--- src/rtl/store_buffer_lsu_if.sv ---
// Pipeline/memory bus for the store-buffer LSU: store and load request
// channels, load response channel, data-memory ports and occupancy.
interface store_buffer_lsu_if #(
   parameter int DEPTH = 4,
   parameter int TAG_W = 4
);
   localparam int CNT_W = $clog2(DEPTH) + 1;

   logic             st_valid;
   logic             st_ready;
   logic [14:0]      st_addr;
   logic [15:0]      st_data;
   logic             drain_en;
   logic             ld_valid;
   logic             ld_ready;
   logic [14:0]      ld_addr;
   logic [TAG_W-1:0] ld_tag;
   logic             ld_resp_valid;
   logic             ld_resp_ready;
   logic [15:0]      ld_resp_data;
   logic [TAG_W-1:0] ld_resp_tag;
   logic [14:0]      mem_raddr;
   logic [15:0]      mem_rdata;
   logic             mem_wen;
   logic [14:0]      mem_waddr;
   logic [15:0]      mem_wdata;
   logic [CNT_W-1:0] sb_count;

   modport master (
      output st_valid, st_addr, st_data, drain_en,
      output ld_valid, ld_addr, ld_tag, ld_resp_ready, mem_rdata,
      input  st_ready, ld_ready, ld_resp_valid, ld_resp_data, ld_resp_tag,
      input  mem_raddr, mem_wen, mem_waddr, mem_wdata, sb_count
   );

   modport slave (
      input  st_valid, st_addr, st_data, drain_en,
      input  ld_valid, ld_addr, ld_tag, ld_resp_ready, mem_rdata,
      output st_ready, ld_ready, ld_resp_valid, ld_resp_data, ld_resp_tag,
      output mem_raddr, mem_wen, mem_waddr, mem_wdata, sb_count
   );
endinterface

--- src/rtl/store_buffer_lsu.sv ---
// Store buffer plus single-outstanding load unit in front of the data memory.
// Define STB_FORWARD_EN to forward load data from buffered stores.
module store_buffer_lsu #(
   parameter int DEPTH = 4,
   parameter int TAG_W = 4
) (
   input logic clk,
   input logic rst,
   store_buffer_lsu_if.slave bus
);
   localparam int PTR_W = $clog2(DEPTH);

   typedef enum logic [1:0] {IDLE, RESP, HOLD} state_t;

   state_t             state_reg;
   logic [PTR_W:0]     head_reg;
   logic [PTR_W:0]     tail_reg;
   logic [PTR_W:0]     count;
   logic [14:0]        addr_arr [DEPTH];
   logic [15:0]        data_arr [DEPTH];
   logic               full;
   logic               empty;
   logic               push;
   logic               pop;
   logic               ld_acc;
   logic               fwd_reg;
   logic [15:0]        fwd_data_reg;
   logic [15:0]        hold_data_reg;
   logic [TAG_W-1:0]   tag_reg;
   logic [14:0]        raddr_reg;
   logic [15:0]        resp_data;
   logic               hit_next;
   logic [15:0]        hit_data_next;

   assign count = tail_reg - head_reg;
   assign full  = (count == (PTR_W+1)'(DEPTH));
   assign empty = (count == '0);
   assign push  = bus.st_valid && bus.st_ready;
   assign pop   = !empty && bus.drain_en;

   assign bus.st_ready  = !rst && !full;
   assign bus.mem_wen   = !rst && pop;
   assign bus.mem_waddr = addr_arr[head_reg[PTR_W-1:0]];
   assign bus.mem_wdata = data_arr[head_reg[PTR_W-1:0]];
   assign bus.sb_count  = count;

`ifdef STB_FORWARD_EN
   assign bus.ld_ready = !rst && (state_reg == IDLE);
`else
   assign bus.ld_ready = !rst && (state_reg == IDLE) && empty && !push;
`endif

   assign ld_acc        = bus.ld_valid && bus.ld_ready;
   assign bus.mem_raddr = ld_acc ? bus.ld_addr : raddr_reg;

   assign resp_data         = (state_reg == RESP) ? (fwd_reg ? fwd_data_reg : bus.mem_rdata)
                                                  : hold_data_reg;
   assign bus.ld_resp_valid = !rst && (state_reg != IDLE);
   assign bus.ld_resp_data  = resp_data;
   assign bus.ld_resp_tag   = tag_reg;

`ifdef STB_FORWARD_EN
   logic [DEPTH-1:0] valid_reg;
   logic [DEPTH-1:0] match;
   logic [PTR_W-1:0] idx;

   for (genvar gi = 0; gi < DEPTH; gi++) begin : g_match
      assign match[gi] = valid_reg[gi] && (addr_arr[gi] == bus.ld_addr);
   end

   // Walk oldest to youngest so the youngest match overrides; a store
   // arriving in the same cycle is younger than anything buffered.
   always_comb begin
      hit_next      = 1'b0;
      hit_data_next = '0;
      idx           = '0;
      for (int k = 0; k < DEPTH; k++) begin
         idx = head_reg[PTR_W-1:0] + PTR_W'(k);
         if (match[idx]) begin
            hit_next      = 1'b1;
            hit_data_next = data_arr[idx];
         end
      end
      if (push && (bus.st_addr == bus.ld_addr)) begin
         hit_next      = 1'b1;
         hit_data_next = bus.st_data;
      end
   end

   always_ff @(posedge clk) begin
      if (rst) begin
         valid_reg <= '0;
      end else begin
         if (push) valid_reg[tail_reg[PTR_W-1:0]] <= 1'b1;
         if (pop)  valid_reg[head_reg[PTR_W-1:0]] <= 1'b0;
      end
   end
`else
   assign hit_next      = 1'b0;
   assign hit_data_next = '0;
`endif

   always_ff @(posedge clk) begin
      if (push) begin
         addr_arr[tail_reg[PTR_W-1:0]] <= bus.st_addr;
         data_arr[tail_reg[PTR_W-1:0]] <= bus.st_data;
      end
   end

   always_ff @(posedge clk) begin
      if (rst) begin
         head_reg      <= '0;
         tail_reg      <= '0;
         state_reg     <= IDLE;
         fwd_reg       <= 1'b0;
         fwd_data_reg  <= '0;
         hold_data_reg <= '0;
         tag_reg       <= '0;
         raddr_reg     <= '0;
      end else begin
         if (push) tail_reg <= tail_reg + 1'b1;
         if (pop)  head_reg <= head_reg + 1'b1;
         case (state_reg)
            IDLE: begin
               if (ld_acc) begin
                  state_reg    <= RESP;
                  fwd_reg      <= hit_next;
                  fwd_data_reg <= hit_data_next;
                  tag_reg      <= bus.ld_tag;
                  raddr_reg    <= bus.ld_addr;
               end
            end
            RESP: begin
               // Capture now so later drains cannot change a stalled response.
               hold_data_reg <= resp_data;
               state_reg     <= bus.ld_resp_ready ? IDLE : HOLD;
            end
            HOLD: begin
               if (bus.ld_resp_ready) state_reg <= IDLE;
            end
            default: state_reg <= IDLE;
         endcase
      end
   end
endmodule

--- src/flat_wrapper.sv ---
// flat-port wrapper written by rule: the top's interface ports become plain ports
module store_buffer_lsu_flat 
#(
   parameter int DEPTH = 4,
   parameter int TAG_W = 4
)
  (clk, rst, bus_st_valid, bus_st_addr, bus_st_data, bus_drain_en, bus_ld_valid, bus_ld_addr, bus_ld_tag, bus_ld_resp_ready, bus_mem_rdata, bus_st_ready, bus_ld_ready, bus_ld_resp_valid, bus_ld_resp_data, bus_ld_resp_tag, bus_mem_raddr, bus_mem_wen, bus_mem_waddr, bus_mem_wdata, bus_sb_count);
  store_buffer_lsu_if #(.DEPTH(DEPTH), .TAG_W(TAG_W)) bus_i ();
  input logic clk;
  input logic rst;
  input wire logic [$bits(bus_i.st_valid)-1:0] bus_st_valid;
  input wire logic [$bits(bus_i.st_addr)-1:0] bus_st_addr;
  input wire logic [$bits(bus_i.st_data)-1:0] bus_st_data;
  input wire logic [$bits(bus_i.drain_en)-1:0] bus_drain_en;
  input wire logic [$bits(bus_i.ld_valid)-1:0] bus_ld_valid;
  input wire logic [$bits(bus_i.ld_addr)-1:0] bus_ld_addr;
  input wire logic [$bits(bus_i.ld_tag)-1:0] bus_ld_tag;
  input wire logic [$bits(bus_i.ld_resp_ready)-1:0] bus_ld_resp_ready;
  input wire logic [$bits(bus_i.mem_rdata)-1:0] bus_mem_rdata;
  output wire logic [$bits(bus_i.st_ready)-1:0] bus_st_ready;
  output wire logic [$bits(bus_i.ld_ready)-1:0] bus_ld_ready;
  output wire logic [$bits(bus_i.ld_resp_valid)-1:0] bus_ld_resp_valid;
  output wire logic [$bits(bus_i.ld_resp_data)-1:0] bus_ld_resp_data;
  output wire logic [$bits(bus_i.ld_resp_tag)-1:0] bus_ld_resp_tag;
  output wire logic [$bits(bus_i.mem_raddr)-1:0] bus_mem_raddr;
  output wire logic [$bits(bus_i.mem_wen)-1:0] bus_mem_wen;
  output wire logic [$bits(bus_i.mem_waddr)-1:0] bus_mem_waddr;
  output wire logic [$bits(bus_i.mem_wdata)-1:0] bus_mem_wdata;
  output wire logic [$bits(bus_i.sb_count)-1:0] bus_sb_count;
  assign bus_i.st_valid = bus_st_valid;
  assign bus_i.st_addr = bus_st_addr;
  assign bus_i.st_data = bus_st_data;
  assign bus_i.drain_en = bus_drain_en;
  assign bus_i.ld_valid = bus_ld_valid;
  assign bus_i.ld_addr = bus_ld_addr;
  assign bus_i.ld_tag = bus_ld_tag;
  assign bus_i.ld_resp_ready = bus_ld_resp_ready;
  assign bus_i.mem_rdata = bus_mem_rdata;
  assign bus_st_ready = bus_i.st_ready;
  assign bus_ld_ready = bus_i.ld_ready;
  assign bus_ld_resp_valid = bus_i.ld_resp_valid;
  assign bus_ld_resp_data = bus_i.ld_resp_data;
  assign bus_ld_resp_tag = bus_i.ld_resp_tag;
  assign bus_mem_raddr = bus_i.mem_raddr;
  assign bus_mem_wen = bus_i.mem_wen;
  assign bus_mem_waddr = bus_i.mem_waddr;
  assign bus_mem_wdata = bus_i.mem_wdata;
  assign bus_sb_count = bus_i.sb_count;
  store_buffer_lsu #(.DEPTH(DEPTH), .TAG_W(TAG_W)) u_core (.clk(clk), .rst(rst), .bus(bus_i));
endmodule
--- config.mk ---
export PLATFORM = sky130hd
export DESIGN_NAME = store_buffer_lsu_flat
export DESIGN_NICKNAME = d
export VERILOG_FILES = /design/src/rtl/store_buffer_lsu_if.sv /design/src/rtl/store_buffer_lsu.sv /design/src/flat_wrapper.sv
export SDC_FILE = /design/constraint.sdc
export NUM_CORES = 1
export LEC_CHECK = 0
export ABC_AREA = 0
export BUFFER_PORTS_ARGS = -buffer_cell sky130_fd_sc_hd__buf_2
export CAP_MARGIN = 0
export CORE_ASPECT_RATIO = 1.75
export CORE_MARGIN = 2
export CORE_UTILIZATION = 35
export CTS_BUF_LIST = sky130_fd_sc_hd__clkbuf_8 sky130_fd_sc_hd__clkbuf_16
export CTS_CLUSTER_DIAMETER = 150
export DETAILED_ROUTE_END_ITERATION = 12
export SYNTH_ARGS = -nofsm -noshare
export SYNTH_HDL_FRONTEND = slang
export SYNTH_SLANG_ARGS = --single-unit
--- constraint.sdc ---
create_clock -name clk -period 3.1 [get_ports clk]
set_input_delay 0.62 -clock clk [delete_from_list [all_inputs] [get_ports clk]]
set_output_delay 0.62 -clock clk [all_outputs]
set_load 0.02 [all_outputs]
# After elaboration in Yosys (flattened, before gate mapping)
# Memory sizes are Yosys's and may differ from the RTL's. A register that Yosys moved wholly into a read port is not among the register bits.
# Cells that the tools add are included.
[word_totals]
register_bits = 43
mem_bits_rw = 124
inputBits = 72
out_inout_bits = 73
wordCells = 46
memories = 2
[mem_list]
columns = ["name", "words", "width", "rd", "rd_ports_with_merged_regs", "write_ports", "line_no", "text"]
rows = [
  ["u_core.data_arr", 4, 16, 1, 1, 1, "store_buffer_lsu.sv:20", "logic [15:0] data_arr [DEPTH];"],
  ["u_core.addr_arr", 4, 15, 1, 1, 1, "store_buffer_lsu.sv:19", "logic [14:0] addr_arr [DEPTH];"],
]
[op_classes]
addsub = 3
n_eq_ne = 5
muxes = 12
n_reduce_logical = 18
[op_table]
columns = ["operator", "n"]
rows = [
  ["16-bit two-way mux", 1],
  ["15-bit two-way mux", 1],
  ["2-bit two-way mux", 7],
  ["1-bit logical AND", 9],
  ["3-bit by 1-bit adder with 3-bit output, second input constant", 2],
  ["2-bit case mux with 3 select lines", 1],
  ["1-bit logical NOT", 4],
  ["2-bit AND reduction", 2],
  ["3-bit equality test, second input constant", 1],
  ["3-bit logical NOT", 1],
  ["3-bit subtractor", 1],
  ["2-bit by 1-bit equality test with 1-bit output, second input constant", 1],
  ["2-bit equality test, second input constant", 1],
  ["2-bit logical NOT", 1],
  ["1-bit two-way mux", 2],
  ["2-bit by 1-bit != test with 1-bit output, second input constant", 1],
  ["2-bit != test, second input constant", 1],
  ["2-bit nonzero test", 1],
]

# Depth between registers and ports, before layout
# Gate-level depths: netlist of the first run.
[depth]
depth_word = 10
mapped_depth = 9
depth_no_buf = 7

# Worst setup path after synthesis of the first run
# OpenSTA, ideal clock, no wires.
[synth_path]
path_kind = "register to output"
startpoint = "register u_core.tail_reg[0]"
endpoint = "output bus_ld_ready"
arrival_time_ps = 2598
t_required_ps = 2480
slack_ps = -118
stages_incl_launch_ff = 8
path_buffers = 1
path_cell_list = "dfxtp_1 -> inv_1 -> ha_1 -> fa_1 -> nand2_1 -> clkbuf_1 -> o211a_1 -> nor4b_1"
[synth_via]
elab_chain_len = 7
word_cells_on_any_way = 9
classes_between = "add/sub (1); eq/ne (1); reduce/logical (7)"
[synth_lines]
columns = ["element", "line_no", "text"]
rows = [
  ["start, declared", "store_buffer_lsu.sv:17", "logic [PTR_W:0] tail_reg;"],
  ["start signal, assigned", "store_buffer_lsu.sv:121", "if (push) tail_reg <= tail_reg + 1'b1;"],
  ["3-bit subtractor (*)", "store_buffer_lsu.sv:35", "assign count = tail_reg - head_reg;"],
  ["3-bit equality test", "store_buffer_lsu.sv:36", "assign full = (count == (PTR_W+1)'(DEPTH));"],
  ["1-bit logical NOT", "store_buffer_lsu.sv:41", "assign bus.st_ready = !rst && !full;"],
  ["1-bit logical AND", "store_buffer_lsu.sv:41", ""],
  ["1-bit logical AND", "store_buffer_lsu.sv:38", "assign push = bus.st_valid && bus.st_ready;"],
  ["1-bit logical NOT", "store_buffer_lsu.sv:50", "assign bus.ld_ready = !rst && (state_reg == IDLE) && empty && !push;"],
  ["1-bit logical AND (*)", "store_buffer_lsu.sv:50", ""],
  ["end, declared", "flat_wrapper.sv:21", "output wire logic [$bits(bus_i.ld_ready)-1:0] bus_ld_ready;"],
]
# Every way passes the cells marked *; elsewhere a longest branch is shown, timed or not.

# Worst setup path after layout of the first run
[layout_path]
startpoint = "register u_core.tail_reg[0]"
endpoint = "output bus_mem_raddr[12]"
[layout_via]
elab_chain_len = 9
word_cells_on_any_way = 11
classes_between = "add/sub (1); eq/ne (1); mux (1); reduce/logical (8)"
[layout_lines]
columns = ["element", "line_no", "text"]
rows = [
  ["3-bit subtractor (*)", "store_buffer_lsu.sv:35", ""],
  ["3-bit equality test", "store_buffer_lsu.sv:36", ""],
  ["1-bit logical NOT", "store_buffer_lsu.sv:41", ""],
  ["1-bit logical AND", "store_buffer_lsu.sv:41", ""],
  ["1-bit logical AND", "store_buffer_lsu.sv:38", ""],
  ["1-bit logical NOT", "store_buffer_lsu.sv:50", ""],
  ["1-bit logical AND (*)", "store_buffer_lsu.sv:50", ""],
  ["1-bit logical AND (*)", "store_buffer_lsu.sv:53", "assign ld_acc = bus.ld_valid && bus.ld_ready;"],
  ["15-bit two-way mux (*)", "--", ""],
  ["end, declared", "flat_wrapper.sv:25", "output wire logic [$bits(bus_i.mem_raddr)-1:0] bus_mem_raddr;"],
]
# Marked as above.

==> results of run 1 <==
[power by group through the flow]
stage | clock, mW | combinational, mW | sequential, mW
finish | 1.89 | 2.98 | 2.84
global placement | 0 | 2.58 | 2.87
detailed placement | 0 | 2.63 | 2.88
global route | 2.02 | 3.19 | 2.86
floorplan | 0 | 1.80 | 2.83
CTS | 1.95 | 2.84 | 2.84
[worst reg2reg max path: cells and delay by family (launching register included)]
family	cells	cell delay (ns)
buffers and inverters	5	0.87
adder cells (fa/ha/maj)	2	0.66
flip-flops	1	0.34
AO/OA/AOI/OAI	1	0.20
AND/OR/NAND/NOR	1	0.11
[layout by cell type, fill, tap and decap left out, drive strengths merged, types with 15 or more instances in the layout]
master / instances
mux4: 31
and2: 21
o31ai: 15
nand4: 15
edfxtp: 124
mux2: 34
a21oi: 17
buf: 174
dfxtp: 45
clkbuf: 17
[kinds of logic after synthesis]
logic type	count (synthesis)
AND/OR/NAND/NOR	62
flip-flops	169
adder cells (fa/ha/maj)	7
buffers and inverters	33
XOR/XNOR	2
AO/OA/AOI/OAI	40
multiplexers	68
[metal layers]
layer / up-vias / global-route usage (%)
li1: 1837 / -
met1: 2019 / 15.48
met2: 148 / 27.19
met3: 28 / 4.425
met4: 2 / 6.262
met5: - / 0
[path summary, 6_finish.rpt]
path,from,to,slack (ns),cells past startpoint
min reg2reg,u_core.raddr_reg[11]$_SDFFE_PP0N_,u_core.raddr_reg[11]$_SDFFE_PP0N_,0.46,2
min,bus_ld_resp_ready,u_core.state_reg[1]$_SDFFE_PP0P_,0.36,2
max,u_core.tail_reg[0]$_SDFFE_PP0P_,bus_mem_raddr[12],-0.14,9
max reg2reg,u_core.tail_reg[0]$_SDFFE_PP0P_,u_core.data_arr[3][11]$_DFFE_PP_,0.53,9
[through the flow]
| step | TNS (ns) | cells | hold slack [ns] |
|---|---|---|---|
| finish | -1.922 | 799 | 0.3558 |
| detailed placement | 0 | 755 | 0.4477 |
| CTS | -1.791 | 794 | 0.3349 |
| global route | -3.032 | 799 | 0.3534 |
| global placement | 0 | 755 | 0.4472 |
| floorplan | 0 | 381 | 0.4289 |
[final cells by class]
class                      count  area (sq um)
tap                          238         297.8
clock inverter                14         100.1
fill                        1686         10010
multi-input combinational    179          1987
clock buffer                  17         425.4
inverter                       7         26.28
sequential                   169          4628
timing repair buffer         175          1186
[timing repair]
item,4_1_cts,5_1_grt
endpoints found under the setup margin,16,16
buffers inserted,5,6
cloned,3,0
endpoints found under the hold margin,0,0
gates resized for setup,43,11
pin swaps,3,5
==> flow_summary.json, run 1 <==
{
  "status": "finished with violations",
  "failed_checks": "setup timing",
  "detailroute.via_count": 4034,
  "final_util_pct": 46.35,
  "std_cell_rows": 66,
  "grt_overflow_total": 0,
  "grt_first_pass_wirelength_um": 22870,
  "die_h_um": 186.8,
  "mappedNetlistArea_sq_um": 6685,
  "synth_compound_area_share_pct": 4.005,
  "root_buffer": "clkbuf_16",
  "synth.yosys.seq_area_share_pct": 69.17,
  "final_hold_viol_count": 0,
  "synth_mux_area_share_pct": 17.18,
  "xor_xnor_share_of_the_synthesized_area_pct": 0.4679,
  "share_clk_of_total_power_pct": 24.5,
  "worstPathBufferInverterCount": 4,
  "cts_buffers": 17,
  "register_bit_count_reported_by_yosys": 169,
  "synth_top_family_by_area": "multiplexers",
  "setup_viol": 15,
  "groute.usage.overall_pct": 14.91,
  "post_route_cells_drive_above_1_share_pct": 50.62,
  "placedInstanceArea_sq_um": 7796,
  "clk_latency_ns": 0.42,
  "initial_core_util_pct": 35.82,
  "antenna_violating_nets_post_route": 0,
  "switching_share_pct": 34.37,
  "pwr-share-comb_pct": 38.7,
  "most_frequent_cell_after_synthesis": "edfxtp_1",
  "cp-end-kind": "output port",
  "worst-endpoint-arrival_ns": 2.62,
  "syn-instance-count": 381,
  "slowest_stage_delay_on_critical_path_ns": 0.61,
  "synthToLayoutAreaGrowth_pct": 29.40,
  "setup_slack_ns": -0.1353,
  "fp.dieW_um": 108.5,
  "fin_nets": 628,
  "drt-vias-per-instance": 5.049,
  "crit_path_max_fanout": 5,
  "route.final.wire_length_um": 14630,
  "achievable-frequency_mhz": 309.1,
  "yosys.area.top_type_share_pct": 55.70,
  "place_hpwl_um": 9648,
  "ctsHtreeMaxLevel": 4,
  "hold_buffers": 0,
  "worst_setup_hold_path_clk_slew_ns": 0.07,
  "adder_cell_share_of_the_synthesized_area_pct": 1.422,
  "routed-wl-met2_um": 7936,
  "post_layout_inst_area_sq_um": 8651,
  "yosys.area.top_type": "edfxtp_1",
  "power.density_cell_area_nw_per_um2": 890.6,
  "flip_flop_count_of_the_largest_register_after_layout": 64,
  "power.share.sequential_pct": 36.8,
  "netlist_top_cells_area": "edfxtp_1, dfxtp_1, mux4_2, mux2_2, mux2_4",
  "buffer_ports.inserted": 144,
  "timing.max_slew.rel_slack_pct": 62.96,
  "synth_area_per_cell_sq_um": 17.55,
  "wl_per_cell_um": 18.31,
  "synth_enable_flop_cells": 124,
  "cp.required_ns": 2.48,
  "crit_path_start_kind": "flip-flop",
  "global_placement_routability_congestion": 0.8210,
  "first_global_vias": 4473,
  "post_synth_most_frequent_cells": "edfxtp_1, dfxtp_1, mux4_2",
  "timing.max_cap.violations": 0,
  "cell_internal_pwr_mw": 5.056,
  "antenna_found_initial": 2,
  "critical_path.most_common_cell": "buf_6",
  "syn_nets": 460,
  "final_min_period_over_clock_period_pct": 104.4,
  "simple_logic_cell_fraction_of_the_synthesized_area_pct": 5.521,
  "postSynth.asyncResetShare_pct": 0,
  "clock_tree_from_tritoncts": "done",
  "tightest_slew_ns": 0.5513,
  "maximum_number_of_pins_on_one_net_before_global_route_repair": 32,
  "ios": 145,
  "finalPower_mw": 7.704,
  "crit_family": "adder cells",
  "switching_power_mw": 2.648,
  "drt_drc_violations_left": 0,
  "fin_crit_ns": 3.235,
  "drt_iter0_drc": 130,
  "pre_cts_ws_ns": 0.1172,
  "synth_cell_types": 35,
  "critical-path-slowest-cell": "fa_2",
  "hold_class": "in -> reg",
  "detail_route.wirelength.met1_um": 5373,
  "yosys_most_used_dff": "edfxtp_1",
  "fin_skew_ns": 0.01065,
  "p_leak_nw": 3.244,
  "ir_drop_uv": 422.4,
  "die_area_sq_um": 20260,
  "antenna_cells": 0,
  "design.core.area_sq_um": 18660,
  "number_of_warnings_printed_during_yosys_synthesis": 0,
  "slew_violations": 0,
  "detail_route.first_pass.iterations": 4,
  "ctsLongestPathBuffers": 2,
  "cell_by_cell_trace_of_the_critical_path": "inv_2 > ha_4 > fa_2 > nand2_4 > nor4_4 > buf_6 > buf_16 > mux2_4 > buf_6",
  "worst-setup-path-type": "reg -> out",
  "highest_layer": "met5",
  "metal3_wl_um": 934,
  "tritoncts_num_sinks": 169,
  "grt_setup_unrepaired": "true"
}
Power figures use the tool's default switching activity.
==> run 2: changes to the inputs <==
--- a/config.mk
+++ b/config.mk
@@ -8,12 +8,15 @@
 export ABC_AREA = 0
 export BUFFER_PORTS_ARGS = -buffer_cell sky130_fd_sc_hd__buf_2
 export CAP_MARGIN = 0
+export CELL_PAD_IN_SITES_DETAIL_PLACEMENT = 1
+export CELL_PAD_IN_SITES_GLOBAL_PLACEMENT = 1
 export CORE_ASPECT_RATIO = 1.75
 export CORE_MARGIN = 2
 export CORE_UTILIZATION = 35
 export CTS_BUF_LIST = sky130_fd_sc_hd__clkbuf_8 sky130_fd_sc_hd__clkbuf_16
 export CTS_CLUSTER_DIAMETER = 150
 export DETAILED_ROUTE_END_ITERATION = 12
+export PLACE_DENSITY_LB_ADDON = 0.1
 export SYNTH_ARGS = -nofsm -noshare
 export SYNTH_HDL_FRONTEND = slang
 export SYNTH_SLANG_ARGS = --single-unit
==> run 2 against run 1 <==
Compared with the run above: the flow still finishes with violations (setup timing); clock skew is 0.0010 ns lower; cell count is 0.25% lower; sequential power is 1% lower; wire length is 4.1% higher; via count is 1.5% lower; largest cell class unchanged; register-to-register slack better by 0.03 ns; sequential share of layout area is 0.19 points lower.
==> flow_summary.json, run 2 (synthesized netlist as in run 1, its figures left out) <==
{
  "status": "finished with violations",
  "failed_checks": "setup timing",
  "global_placement_routability_congestion": 0.7004,
  "fp.dieW_um": 108.5,
  "post_route_cells_drive_above_1_share_pct": 50.63,
  "hold_buffers": 0,
  "antenna_cells": 0,
  "grt_first_pass_wirelength_um": 24210,
  "final.fill_count": 1902,
  "place_hpwl_um": 9946,
  "final_common_cell": "buf_2",
  "route.final.wire_length_um": 15230,
  "std_cell_rows": 66,
  "first_global_vias": 4427,
  "ir_drop_uv": 494.5,
  "final_util_pct": 46.53,
  "clk_latency_ns": 0.42,
  "power.density_cell_area_nw_per_um2": 910.7,
  "root_buffer": "clkbuf_16",
  "drt_iter0_drc": 138,
  "setup_slack_ns": -0.1556,
  "design.core.area_sq_um": 18660,
  "maximum_number_of_pins_on_one_net_before_global_route_repair": 32,
  "cts_buffers": 17,
  "clock_tree_from_tritoncts": "done",
  "drt-vias-per-instance": 4.986,
  "ctsLongestPathBuffers": 2,
  "final_cell_count_no_fill": 797,
  "groute.usage.overall_pct": 15.84,
  "tightest_slew_ns": 0.4762,
  "die_area_sq_um": 20260,
  "grt_setup_unrepaired": "true",
  "timing.max_cap.violations": 0,
  "wl_per_cell_um": 19.10,
  "fin_skew_ns": 0.009639,
  "ios": 145,
  "worst_setup_hold_path_clk_slew_ns": 0.07,
  "timing.max_slew.rel_slack_pct": 68.01,
  "synthToLayoutAreaGrowth_pct": 29.89,
  "hold_class": "in -> reg",
  "initial_core_util_pct": 35.82,
  "detailroute.via_count": 3974,
  "crit_path_start_kind": "flip-flop",
  "achievable-frequency_mhz": 307.2,
  "final_hold_viol_count": 0,
  "detail_route.first_pass.iterations": 4,
  "fin_crit_ns": 3.256,
  "cp.required_ns": 2.48,
  "cp-end-kind": "output port",
  "finalPower_mw": 7.908,
  "p_leak_nw": 3.276,
  "crit_path_max_fanout": 5,
  "fin_nets": 626,
  "worst-endpoint-arrival_ns": 2.64,
  "flip_flop_count_of_the_largest_register_after_layout": 64,
  "final_min_period_over_clock_period_pct": 105.0,
  "worst-setup-path-type": "reg -> out",
  "slew_violations": 0,
  "grt_overflow_total": 0,
  "setup_viol": 16,
  "buffer_ports.inserted": 144,
  "drt_drc_violations_left": 0,
  "die_h_um": 186.8,
  "antenna_found_initial": 0,
  "ctsHtreeMaxLevel": 4,
  "antenna_violating_nets_post_route": 0,
  "post-place-cells": 758,
  "fin_setup_tns_ns": -2.065,
  "hold-worst-slack_ns": 0.3565,
  "final_cell_mix": "buf_2, edfxtp_1, dfxtp_1",
  "tritoncts_num_sinks": 169
}
## run 2: metal layers
metal	vias to the layer above	part of all wire, %	track usage [%]
li1	1826	-	-
met2	110	55	28.10
met4	0	1.7	5.819
met3	17	5.0	4.007
met1	2021	38	18.04
met5	-	0	0
## run 2: final cells by class
class / instances / area [sq um] / area share [%]
flip-flops and latches: 169 / 4629 / 53.31
well taps: 238 / 297.8 / 3.429
repair buffers: 173 / 1137 / 13.10
clock inverters: 14 / 197.7 / 2.277
clock buffers: 17 / 425.4 / 4.899
inverters: 7 / 26.28 / 0.3026
multi-input cells: 179 / 1969 / 22.68
## run 2: report_power, final
part / switching, mW / internal (mW)
Sequential: 0.0983 / 2.70
Clock: 0.882 / 1.35
Combinational: 1.66 / 1.21
## run 2: worst max-delay path: stages, from the launching register on
cell and delay [ns]:
dfxtp_2 0.33, inv_2 0.05, ha_4 0.16, fa_2 0.61, nand2_4 0.07, nor4_4 0.23
buf_4 0.20, buf_12 0.13, mux2_4 0.30, buf_6 0.13
## run 2: per-stage QoR
step / worst slack [ns] / cell area [sq um]
floorplan: 0.03113 / 6691
global placement: 0.1788 / 7833
detailed placement: 0.1565 / 7833
CTS: -0.1557 / 8658
global route: -0.2604 / 8683
finish: -0.1556 / 8683
## run 2: worst paths after layout
path / from / end / slack [ns] / cells past startpoint
setup / recovery: u_core.tail_reg[0]$_SDFFE_PP0P_ / bus_mem_raddr[2] / -0.16 / 9
hold / removal: bus_ld_resp_ready / u_core.state_reg[1]$_SDFFE_PP0P_ / 0.36 / 2
setup reg to reg: u_core.tail_reg[0]$_SDFFE_PP0P_ / u_core.addr_arr[1][12]$_DFFE_PP_ / 0.56 / 9
hold reg to reg: u_core.raddr_reg[13]$_SDFFE_PP0N_ / u_core.raddr_reg[13]$_SDFFE_PP0N_ / 0.47 / 2
## run 2: what timing repair did
action / in CTS / in global routing
buffers inserted: 7 / 2
gates cloned: 2 / 0
resized for setup: 35 / 17
endpoints found under the hold margin: 0 / 0
pin swaps: 2 / 5
endpoints found under the setup margin: 17 / 16
